File: src/rtl/uart_rx_param.sv
// uart_rx_param: parametrised UART receiver with mid-bit sampling, parity and
// framing checks, sticky overrun flag and a receive buffer read by a pop strobe.
//
// Optional feature macro: UART_RX_FIFO_EN
//   defined   -> circular FIFO of FIFO_DEPTH entries {data, perr, ferr}
//   undefined -> single holding register (depth-1 buffer), FIFO_DEPTH unused
//
// Ports:
//   clk           system clock
//   reset         asynchronous active-low reset
//   SerialDataRx  serial line, idle high, asynchronous to clk
//   ReadData      pop strobe for the head word
//   ClearErrors   clears Overrun
//   ReceivedData  head word (holds last value when empty)
//   DataValid     head word present
//   ParityError   parity error flag of the head word
//   FramingError  framing error flag of the head word
//   Overrun       sticky: a received word was dropped
module uart_rx_param #(
  parameter int unsigned DATA_WIDTH   = 8,
  parameter int unsigned CLKS_PER_BIT = 434,
  parameter int unsigned PARITY_MODE  = 1,
  parameter int unsigned STOP_BITS    = 1,
  parameter int unsigned FIFO_DEPTH   = 4
) (
  input  logic                  clk,
  input  logic                  reset,
  input  logic                  SerialDataRx,
  input  logic                  ReadData,
  input  logic                  ClearErrors,
  output logic [DATA_WIDTH-1:0] ReceivedData,
  output logic                  DataValid,
  output logic                  ParityError,
  output logic                  FramingError,
  output logic                  Overrun
);

  localparam int unsigned CW = $clog2(CLKS_PER_BIT);
  localparam int unsigned BW = $clog2(DATA_WIDTH + 1);
  localparam int unsigned EW = DATA_WIDTH + 2;
  localparam logic [CW-1:0] CNT_LAST = CW'(CLKS_PER_BIT - 1);
  localparam logic [CW-1:0] CNT_HALF = CW'(CLKS_PER_BIT / 2 - 1);
  localparam logic [BW-1:0] BIT_LAST = BW'(DATA_WIDTH - 1);

  // Elaboration-time parameter sanity checks
  if (DATA_WIDTH < 5 || DATA_WIDTH > 9) begin : gBadWidth
    $error("uart_rx_param: DATA_WIDTH must be 5..9");
  end
  if (CLKS_PER_BIT < 4) begin : gBadClks
    $error("uart_rx_param: CLKS_PER_BIT must be >= 4");
  end
  if (PARITY_MODE > 2) begin : gBadParity
    $error("uart_rx_param: PARITY_MODE must be 0, 1 or 2");
  end
  if (STOP_BITS < 1 || STOP_BITS > 2) begin : gBadStop
    $error("uart_rx_param: STOP_BITS must be 1 or 2");
  end
  if (FIFO_DEPTH < 2 || (FIFO_DEPTH & (FIFO_DEPTH - 1)) != 0) begin : gBadDepth
    $error("uart_rx_param: FIFO_DEPTH must be a power of two >= 2");
  end

  typedef enum logic [2:0] {
    sIdle, sStart, sData, sParity, sStop, sBrk
  } rxState_e;

  rxState_e              state;
  logic                  rxMeta, rxS;
  logic [CW-1:0]         cnt;
  logic [BW-1:0]         bitIdx;
  logic                  stopIdx;
  logic [DATA_WIDTH-1:0] shiftReg;
  logic                  perr, ferr;
  logic                  pushValid;
  logic [EW-1:0]         pushEntry;
  logic                  popC, acceptC, dropC;

  // 2-FF synchroniser, reset to line idle level
  always_ff @(posedge clk or negedge reset) begin
    if (!reset) begin
      rxMeta <= 1'b1;
      rxS    <= 1'b1;
    end else begin
      rxMeta <= SerialDataRx;
      rxS    <= rxMeta;
    end
  end

  // Receive FSM; emits a one-cycle push of {word, perr, ferr}
  always_ff @(posedge clk or negedge reset) begin
    if (!reset) begin
      state     <= sIdle;
      cnt       <= '0;
      bitIdx    <= '0;
      stopIdx   <= 1'b0;
      shiftReg  <= '0;
      perr      <= 1'b0;
      ferr      <= 1'b0;
      pushValid <= 1'b0;
      pushEntry <= '0;
    end else begin
      pushValid <= 1'b0;
      cnt       <= cnt + CW'(1);
      case (state)
        sIdle: begin
          cnt <= '0;
          if (!rxS) state <= sStart;
        end
        sStart: begin
          // Half-period check; clearing cnt here re-phases later samples to mid-bit
          if (cnt == CNT_HALF) begin
            cnt <= '0;
            if (!rxS) begin
              state   <= sData;
              bitIdx  <= '0;
              stopIdx <= 1'b0;
              perr    <= 1'b0;
              ferr    <= 1'b0;
            end else begin
              state <= sIdle;
            end
          end
        end
        sData: begin
          if (cnt == CNT_LAST) begin
            cnt      <= '0;
            shiftReg <= {rxS, shiftReg[DATA_WIDTH-1:1]};
            bitIdx   <= bitIdx + BW'(1);
            if (bitIdx == BIT_LAST) state <= (PARITY_MODE != 0) ? sParity : sStop;
          end
        end
        sParity: begin
          if (cnt == CNT_LAST) begin
            cnt   <= '0;
            perr  <= (PARITY_MODE == 2) ? ~(^shiftReg ^ rxS) : (^shiftReg ^ rxS);
            state <= sStop;
          end
        end
        sStop: begin
          if (cnt == CNT_LAST) begin
            cnt <= '0;
            if (stopIdx == 1'(STOP_BITS - 1)) begin
              // Last stop sample: leave mid-bit so a back-to-back start is caught
              pushValid <= 1'b1;
              pushEntry <= {shiftReg, perr, ferr | ~rxS};
              state     <= (ferr | ~rxS) ? sBrk : sIdle;
            end else begin
              stopIdx <= 1'b1;
              ferr    <= ferr | ~rxS;
            end
          end
        end
        sBrk: begin
          cnt <= '0;
          if (rxS) state <= sIdle;
        end
        default: state <= sIdle;
      endcase
    end
  end

`ifdef UART_RX_FIFO_EN
  localparam int unsigned AW = $clog2(FIFO_DEPTH);

  logic [EW-1:0] mem [FIFO_DEPTH];
  logic [AW:0]   wrPtr, rdPtr, wrNext, rdNext;
  logic          fifoEmpty, fifoFull;
  logic [EW-1:0] headNext;

  // Pop is applied before push so a full FIFO accepts when read in the same cycle
  always_comb begin
    fifoEmpty = (wrPtr == rdPtr);
    fifoFull  = (wrPtr[AW] != rdPtr[AW]) && (wrPtr[AW-1:0] == rdPtr[AW-1:0]);
    popC      = ReadData & ~fifoEmpty;
    acceptC   = pushValid & (~fifoFull | popC);
    dropC     = pushValid & fifoFull & ~popC;
    rdNext    = rdPtr + (AW+1)'(popC);
    wrNext    = wrPtr + (AW+1)'(acceptC);
    // New head is the incoming word when the buffer is otherwise empty after the pop
    headNext  = (acceptC && (wrPtr[AW-1:0] == rdNext[AW-1:0])) ? pushEntry
                                                               : mem[rdNext[AW-1:0]];
  end

  // Storage array
  always_ff @(posedge clk) begin
    if (acceptC) mem[wrPtr[AW-1:0]] <= pushEntry;
  end

  // Pointers and registered head outputs
  always_ff @(posedge clk or negedge reset) begin
    if (!reset) begin
      wrPtr        <= '0;
      rdPtr        <= '0;
      DataValid    <= 1'b0;
      ReceivedData <= '0;
      ParityError  <= 1'b0;
      FramingError <= 1'b0;
    end else begin
      wrPtr     <= wrNext;
      rdPtr     <= rdNext;
      DataValid <= (wrNext != rdNext);
      if (wrNext != rdNext) {ReceivedData, ParityError, FramingError} <= headNext;
    end
  end
`else
  // Depth-1 holding register with the same pop-before-push rule
  always_comb begin
    popC    = ReadData & DataValid;
    acceptC = pushValid & (~DataValid | popC);
    dropC   = pushValid & DataValid & ~popC;
  end

  always_ff @(posedge clk or negedge reset) begin
    if (!reset) begin
      DataValid    <= 1'b0;
      ReceivedData <= '0;
      ParityError  <= 1'b0;
      FramingError <= 1'b0;
    end else if (acceptC) begin
      DataValid <= 1'b1;
      {ReceivedData, ParityError, FramingError} <= pushEntry;
    end else if (popC) begin
      DataValid <= 1'b0;
    end
  end
`endif

  // Sticky overrun; a new drop wins over a simultaneous clear
  always_ff @(posedge clk or negedge reset) begin
    if (!reset)           Overrun <= 1'b0;
    else if (dropC)       Overrun <= 1'b1;
    else if (ClearErrors) Overrun <= 1'b0;
  end

endmodule

File: config.mk
export PLATFORM = sky130hd
export DESIGN_NAME = uart_rx_param
export DESIGN_NICKNAME = d
export VERILOG_FILES = /design/src/rtl/uart_rx_param.sv
export SDC_FILE = /design/constraint.sdc
export NUM_CORES = 1
export LEC_CHECK = 0
export ABC_AREA = 1
export CORE_UTILIZATION = 61
export CTS_BUF_LIST = sky130_fd_sc_hd__clkbuf_8
export CTS_CLUSTER_SIZE = 14
export DETAILED_ROUTE_END_ITERATION = 10
export MAX_ROUTING_LAYER = met4
export PLACE_DENSITY = 0.82
export SLEW_MARGIN = 30
export SYNTH_ARGS = -nofsm -noshare
export SYNTH_HDL_FRONTEND = slang
export SYNTH_SLANG_ARGS = --single-unit
File: constraint.sdc
create_clock -name clk -period 1.8 [get_ports clk]
set_input_delay 0.27 -clock clk [delete_from_list [all_inputs] [get_ports clk]]
set_output_delay 0.27 -clock clk [all_outputs]
set_load 0.1 [all_outputs]
==> qor.csv, run 1 <==
stage;metric;value;unit
yosys;Post-Synth Simple-Gate Area;27.7;%
yosys;Synthesis Warnings;0;
timing;worst clock skew;0.00804;ns
clocking;CTS tree;done;
min_path;worst min path class;flip-flop to flip-flop;
status;outcome;finished clean;
die;Die X;66.4;um
timing;Pins Over Slew Limit;0;
die;die area;4410;sq um
layout;nets@finish;327;
worst_setup_path;crit path buf inv count;1;
yosys;Synth Flop Type;dfrtp_1;
yosys;post-synthesis xor/xnor area fraction;0.346;%
clocking;CTS hold repair buffers;1;
timing;Tmin final;1.57;ns
place;RePlAce Congestion;0.874;
yosys;synth top area cells;dfrtp_1 48%, nand2_1 14%, inv_1 5.8%;
place;port bufs;16;
grt;vias in the first global route;1785;
yosys;Cells after Synth;296;
run;Max Cap Violations;0;
clocking;clock slew at reported path FFs;0.10;ns
detailed_routing;drt first pass iters;4;
grt;largest net degree at the start of global routing;34;
timing;fmax;638;MHz
yosys;Yosys reg bits;51;
yosys;top-area cell type share of the netlist area;48.4;%
timing;Slew headroom;67.9;%
clocking;root buffer cell;clkbuf_8;
yosys;mux share of post-synthesis cell area;3.11;%
yosys;post-synthesis sequential area ratio;50.5;%
die;core area;4000;sq um
timing;final worst path period share;87.1;%
worst_setup_path;cell family with most CP delay;simple AND/OR/NAND/NOR gates;
detailed_routing;initial DRC count;120;
timing;RSZ-0062 raised after global routing;false;
worst_setup_path;Slowest-stage cell, CP;dfrtp_1;
timing;Slew @ Worst Pin;0.480;ns
die;floorplan row count;23;
clocking;total CTS buffers;5;
die;num ports;17;
die;chip height;66.4;um
layout;fin cells;369;
timing;setup ws final;0.232;ns
yosys;syn nets;305;
yosys;leading area contributor after synthesis;dfrtp_1;
clocking;maximum buffer depth of the clock tree;2;
grt;aggregate global-route resource usage;23.9;%
layout;diodes inserted;0;
worst_setup_path;Crit path required time;2.01;ns
worst_setup_path;crit-path max FO;8;
clocking;H-tree Lvls;2;
yosys;EDFF count, synth;0;
place;Post-DP HPWL;3120;um
clocking;post_cts resized;0;
place;placed insts;360;
layout;layout cell share with drive strength beyond 1;18.5;%
detailed_routing;drt wl/cell;11.7;um
timing;Setup Viol. Count Final;0;
clocking;post-CTS setup buffer count;0;
place;placed cell area;2710;sq um
layout;final non-filler cell area;2840;sq um
worst_setup_path;max incr delay on CP;0.40;ns
detailed_routing;Total Routed Length;4320;um
worst_setup_path;critical setup path kind;flip-flop to flip-flop;
detailed_routing;# DRC;0;
yosys;Netlist cell types;33;
worst_setup_path;CP cell instances;inv_1, ha_1, nand2_2, nor3_4, nand2_4, nand2_1, nand3_2, and2_2;
grt;antenna violations before repair;0;
clocking;CTS Sinks;51;
yosys;share of flip-flops with an asynchronous set or reset;100;%
worst_setup_path;Crit. End Element;flip-flop;
yosys;count leader, synth;nand2_1;
detailed_routing;routed vias/inst;5.18;
layout;synthesis-to-layout area growth;12.2;%
detailed_routing;DRT antenna net count;0;
power_and_ir_drop;Worst VDD drop;0.000509;V
yosys;largest family of logic cells by synthesized area;simple AND/OR/NAND/NOR gates;
yosys;Adder-Cell Fraction of Synth Area;1.98;%
yosys;Synth top cells by count;96 x nand2_1, 49 x dfrtp_1, 39 x inv_1;
timing;Sum Neg Setup Slack;0;ns
worst_setup_path;Critical Path Source Type;flip-flop;
detailed_routing;via count;1912;
die;Initial Utilization;63.3;%
timing;final hold viol count;0;
yosys;Post-Syn Area per Cell;8.56;sq um
grt;grt ovf;0;
clocking;worst skew pair latency;0.31;ns
worst_setup_path;Critical Path AT;1.78;ns
grt;first-pass GRT wire length;7600;um
place;Setup WS pre-CTS;0.145;ns
power_and_ir_drop;Pleak;1.47;nW
power_and_ir_drop;power density over cell area;709;nW/um^2
yosys;Post-Synthesis Cell Area;2530;sq um
yosys;compound-gate portion of the synthesized area;9.14;%
-- layout by cell type (no fill, tap or decap), drive strengths merged, types with 4 or more instances in the layout --
cell type | Yosys | layout
buf | 3 | 14
clkbuf | 0 | 5
dfrtp | 49 | 49
ha | 4 | 4
inv | 41 | 42
mux2 | 7 | 7
nand2 | 106 | 106
nand3 | 17 | 17
nor2 | 20 | 20
o21ai | 31 | 31
-- sequential cells by signal, indices dropped and copies added, names as in the netlist, 3 cells and up --
| name | count |
|---|---|
| ReceivedData | 8 |
| bitIdx | 4 |
| pushEntry | 10 |
| cnt | 9 |
| shiftReg | 8 |
| state | 3 |
-- metrics by stage --
| step | hold slack, ns | utilization [%] | power (mW) |
|---|---|---|---|
| finish | 0.366 | 71.0 | 2.01 |
| global route | 0.368 | 71.0 | 2.07 |
| CTS | 0.367 | 71.0 | 2.03 |
| detailed placement | 0.244 | 67.8 | 1.22 |
| global placement | 0.236 | 67.8 | 1.21 |
| floorplan | -0.0256 | - | 1.18 |
-- where the power goes --
group	switching, mW	internal (mW)	leakage [nW]
sequential	0.00217	1.15	0.689
combinational	0.0277	0.0139	0.720
clock	0.399	0.422	0.0587
total	0.429	1.58	1.47
-- layer usage --
metal	vias up	part of all wire, %	global-route usage, %
li1	975	-	-
met1	893	48	30.3
met2	38	47	37.9
met3	6	3.7	5.52
met4	0	1.3	7.71
met5	-	0	-
-- cell families after synthesis --
logic type / Yosys count
compound gates: 38
xor+xnor: 1
fa+ha+maj: 4
buf+inv: 44
flops: 51
mux: 7
simple gates: 151
-- final timing paths --
check | from | end | slack, ns | depth (start not counted)
worst min-delay path | rxMeta | rxS | 0.37 | 0
worst max-delay path | cnt[1] | cnt[1] | 0.23 | 8
worst min register to register | rxMeta | rxS | 0.37 | 0
min in group asynchronous | reset | cnt[6] | 0.43 | 2
max in group asynchronous | reset | DataValid | 0.85 | 3
worst max register to register | cnt[1] | cnt[1] | 0.23 | 8
-- final cells by class --
| type | instances | area (sq um) |
|---|---|---|
| clock inverters | 3 | 47.5 |
| fillers | 321 | 1160 |
| multi-input cells | 201 | 1070 |
| clock buffers | 5 | 68.8 |
| flip-flops and latches | 51 | 1280 |
| well taps | 50 | 62.6 |
| inverters | 41 | 156 |
| repair buffers | 18 | 155 |
No activity file was read; power rests on OpenSTA's default activity.
==> inputs of run 2 (changes only) <==
CORE_UTILIZATION = 40   (was 61)
PLACE_DENSITY = unset   (was 0.82)
==> run 2 against run 1 <==
Core utilization is 23 points lower. Hold slack worse by 0.0066 ns. Sequential power hardly changed. Global-route usage is 8.1 points lower. Fmax is 0.59% lower. Design area is 1.5% higher. Die area is 51% higher. Flip-flop and latch count stayed put. Sequential share of layout area is 0.65 points lower. Non-clock buffer count is 3 higher. Setup slack worse by 0.0093 ns. Largest power group unchanged.
==> qor.csv, run 2 (synthesis results as in run 1) <==
stage;metric;value;unit
timing;RSZ-0062 raised after global routing;false;
detailed_routing;DRT antenna net count;0;
die;Die X;81.6;um
timing;Slew @ Worst Pin;0.381;ns
run;Max Cap Violations;0;
timing;Sum Neg Setup Slack;0;ns
timing;final hold viol count;0;
clocking;CTS tree;done;
power_and_ir_drop;power density over cell area;666;nW/um^2
grt;met1 Usage GRT;18.9;%
layout;commonest cells after routing, fill and taps aside;96 x nand2_1, 48 x dfrtp_1, 39 x inv_1, 24 x o21ai_0, 17 x nor2_1;
place;RePlAce Congestion;0.771;
power_and_ir_drop;P_sw;402;uW
die;Initial Utilization;42.0;%
clocking;post_cts resized;0;
detailed_routing;drt wl/cell;11.0;um
die;chip height;81.6;um
worst_setup_path;Critical Path Source Type;flip-flop;
worst_setup_path;Critical Path AT;1.77;ns
power_and_ir_drop;clock network fraction of total power;37.6;%
grt;grt ovf;0;
grt;aggregate global-route resource usage;15.7;%
clocking;H-tree Lvls;2;
layout;nets@finish;330;
power_and_ir_drop;Final Power;1.92;mW
clocking;CTS Sinks;51;
power_and_ir_drop;sequential power share;60.0;%
power_and_ir_drop;Switching Share;21.0;%
worst_setup_path;cell mode on critical path;nand2_1;
worst_setup_path;Crit path required time;2.00;ns
layout;most common cell after layout, fill and taps aside;nand2_1;
detailed_routing;# DRC;0;
worst_setup_path;Crit. End Element;flip-flop;
place;Post-DP HPWL;3280;um
grt;antenna violations before repair;0;
min_path;worst min path class;flip-flop to flip-flop;
die;num ports;17;
layout;diodes inserted;0;
grt;met3 Usage GRT;3.33;%
clocking;total CTS buffers;5;
detailed_routing;drt first pass iters;4;
power_and_ir_drop;internal cell power;1.52;mW
detailed_routing;initial DRC count;82;
detailed_routing;Total Routed Length;4360;um
status;outcome;finished clean;
layout;layout cell share with drive strength beyond 1;19.3;%
grt;gr busiest metal;met2;
timing;Pins Over Slew Limit;0;
layout;fin cells;397;
die;core area;6030;sq um
die;floorplan row count;28;
worst_setup_path;crit-path max FO;8;
timing;Tmin final;1.58;ns
timing;worst clock skew;0.00569;ns
place;placed insts;388;
timing;final worst path period share;87.6;%
detailed_routing;routed vias/inst;4.75;
worst_setup_path;CP cell instances;inv_1, ha_1, nand2_1, nor2_1, nand2_1, nand2_2, nand3_2, and2_2;
power_and_ir_drop;Comb power frac;2.4;%
layout;synthesis-to-layout area growth;13.8;%
grt;first-pass GRT wire length;7790;um
power_and_ir_drop;Pleak;1.47;nW
worst_setup_path;critical setup path kind;flip-flop to flip-flop;
timing;Slew headroom;74.6;%
clocking;worst skew pair latency;0.30;ns
layout;Largest regs;pushEntry: 10 flops, cnt: 9 flops;
layout;Top reg by flops;pushEntry;
grt;vias in the first global route;1879;
clocking;maximum buffer depth of the clock tree;2;
timing;fmax;634;MHz
worst_setup_path;Slowest-stage cell, CP;dfrtp_1;
grt;largest net degree at the start of global routing;21;
grt;GR Util met2;26.1;%
power_and_ir_drop;Worst VDD drop;0.000433;V
layout;Largest register FFs;10;
timing;Setup Viol. Count Final;0;
die;die area;6650;sq um
worst_setup_path;max incr delay on CP;0.44;ns
place;port bufs;16;
clocking;root buffer cell;clkbuf_8;
detailed_routing;via count;1885;
clocking;clock slew at reported path FFs;0.09;ns
-- run 2: cell types whose count changed in the layout (fill, tap and decap cells not counted), sizes merged --
cell,change
buf,+3
inv,-1
clkinv,-1
clkinvlp,+1
clkbuf,+2
bufinv,-1
-- run 2: critical path, delay by kind of cell, from the launching register on --
family / cells / cell delay, ns
fa+ha+maj: 1 / 0.16
buf+inv: 1 / 0.09
flops: 1 / 0.44
simple gates: 6 / 0.78
-- run 2: area by class of cell --
cell class	instances	area, sq um
Fill cell	593	3140
Sequential cell	51	1280
Multi-Input combinational cell	201	1070
Timing Repair Buffer	21	178
Inverter	41	156
Clock buffer	7	96.3
Tap cell	75	93.8
Clock inverter	1	7.51
-- run 2: what timing repair did --
| item | in CTS | in global routing |
|---|---|---|
| hold endpoints to repair | 13 | 0 |
| setup buffers | 0 | 0 |
| endpoints found under the setup margin | 0 | 0 |
| hold buffers | 1 | 0 |
-- run 2: worst paths after layout --
check | startpoint | end | slack (ns) | cells past startpoint
worst max-delay path | cnt[0] | cnt[1] | 0.22 | 8
worst min-delay path | rxMeta | rxS | 0.36 | 0
worst min register to register | rxMeta | rxS | 0.36 | 0
max in group asynchronous | reset | rxMeta | 0.87 | 3
min in group asynchronous | reset | pushEntry[5] | 0.41 | 2
worst max register to register | cnt[0] | cnt[1] | 0.22 | 8
-- run 2: metrics by stage --
step                hold WS [ns]  utilization (%)  worst slack, ns  instance area (sq um)
global placement           0.210             45.9            0.246                   2770
detailed placement         0.211             45.9            0.212                   2770
floorplan                -0.0256                -            0.193                   2530
CTS                        0.360             47.8            0.198                   2880
global route               0.364             47.8           0.0419                   2880
finish                     0.359             47.8            0.223                   2880
-- run 2: per-layer routing --
| metal | up-vias | part of all wire (%) |
|---|---|---|
| met4 | 0 | 1.3 |
| met5 | - | 0 |
| li1 | 984 | - |
| met3 | 5 | 2.4 |
| met2 | 15 | 48 |
| met1 | 881 | 49 |
-- run 2: power by group through the flow --
stage	clock network, mW	logic, mW	registers (mW)
final	0.721	0.0456	1.15
after floorplan	0	0.00542	1.17
after detailed placement	0	0.0467	1.17
after global routing	0.782	0.0534	1.15
after CTS	0.747	0.0486	1.15
after global placement	0	0.0463	1.17
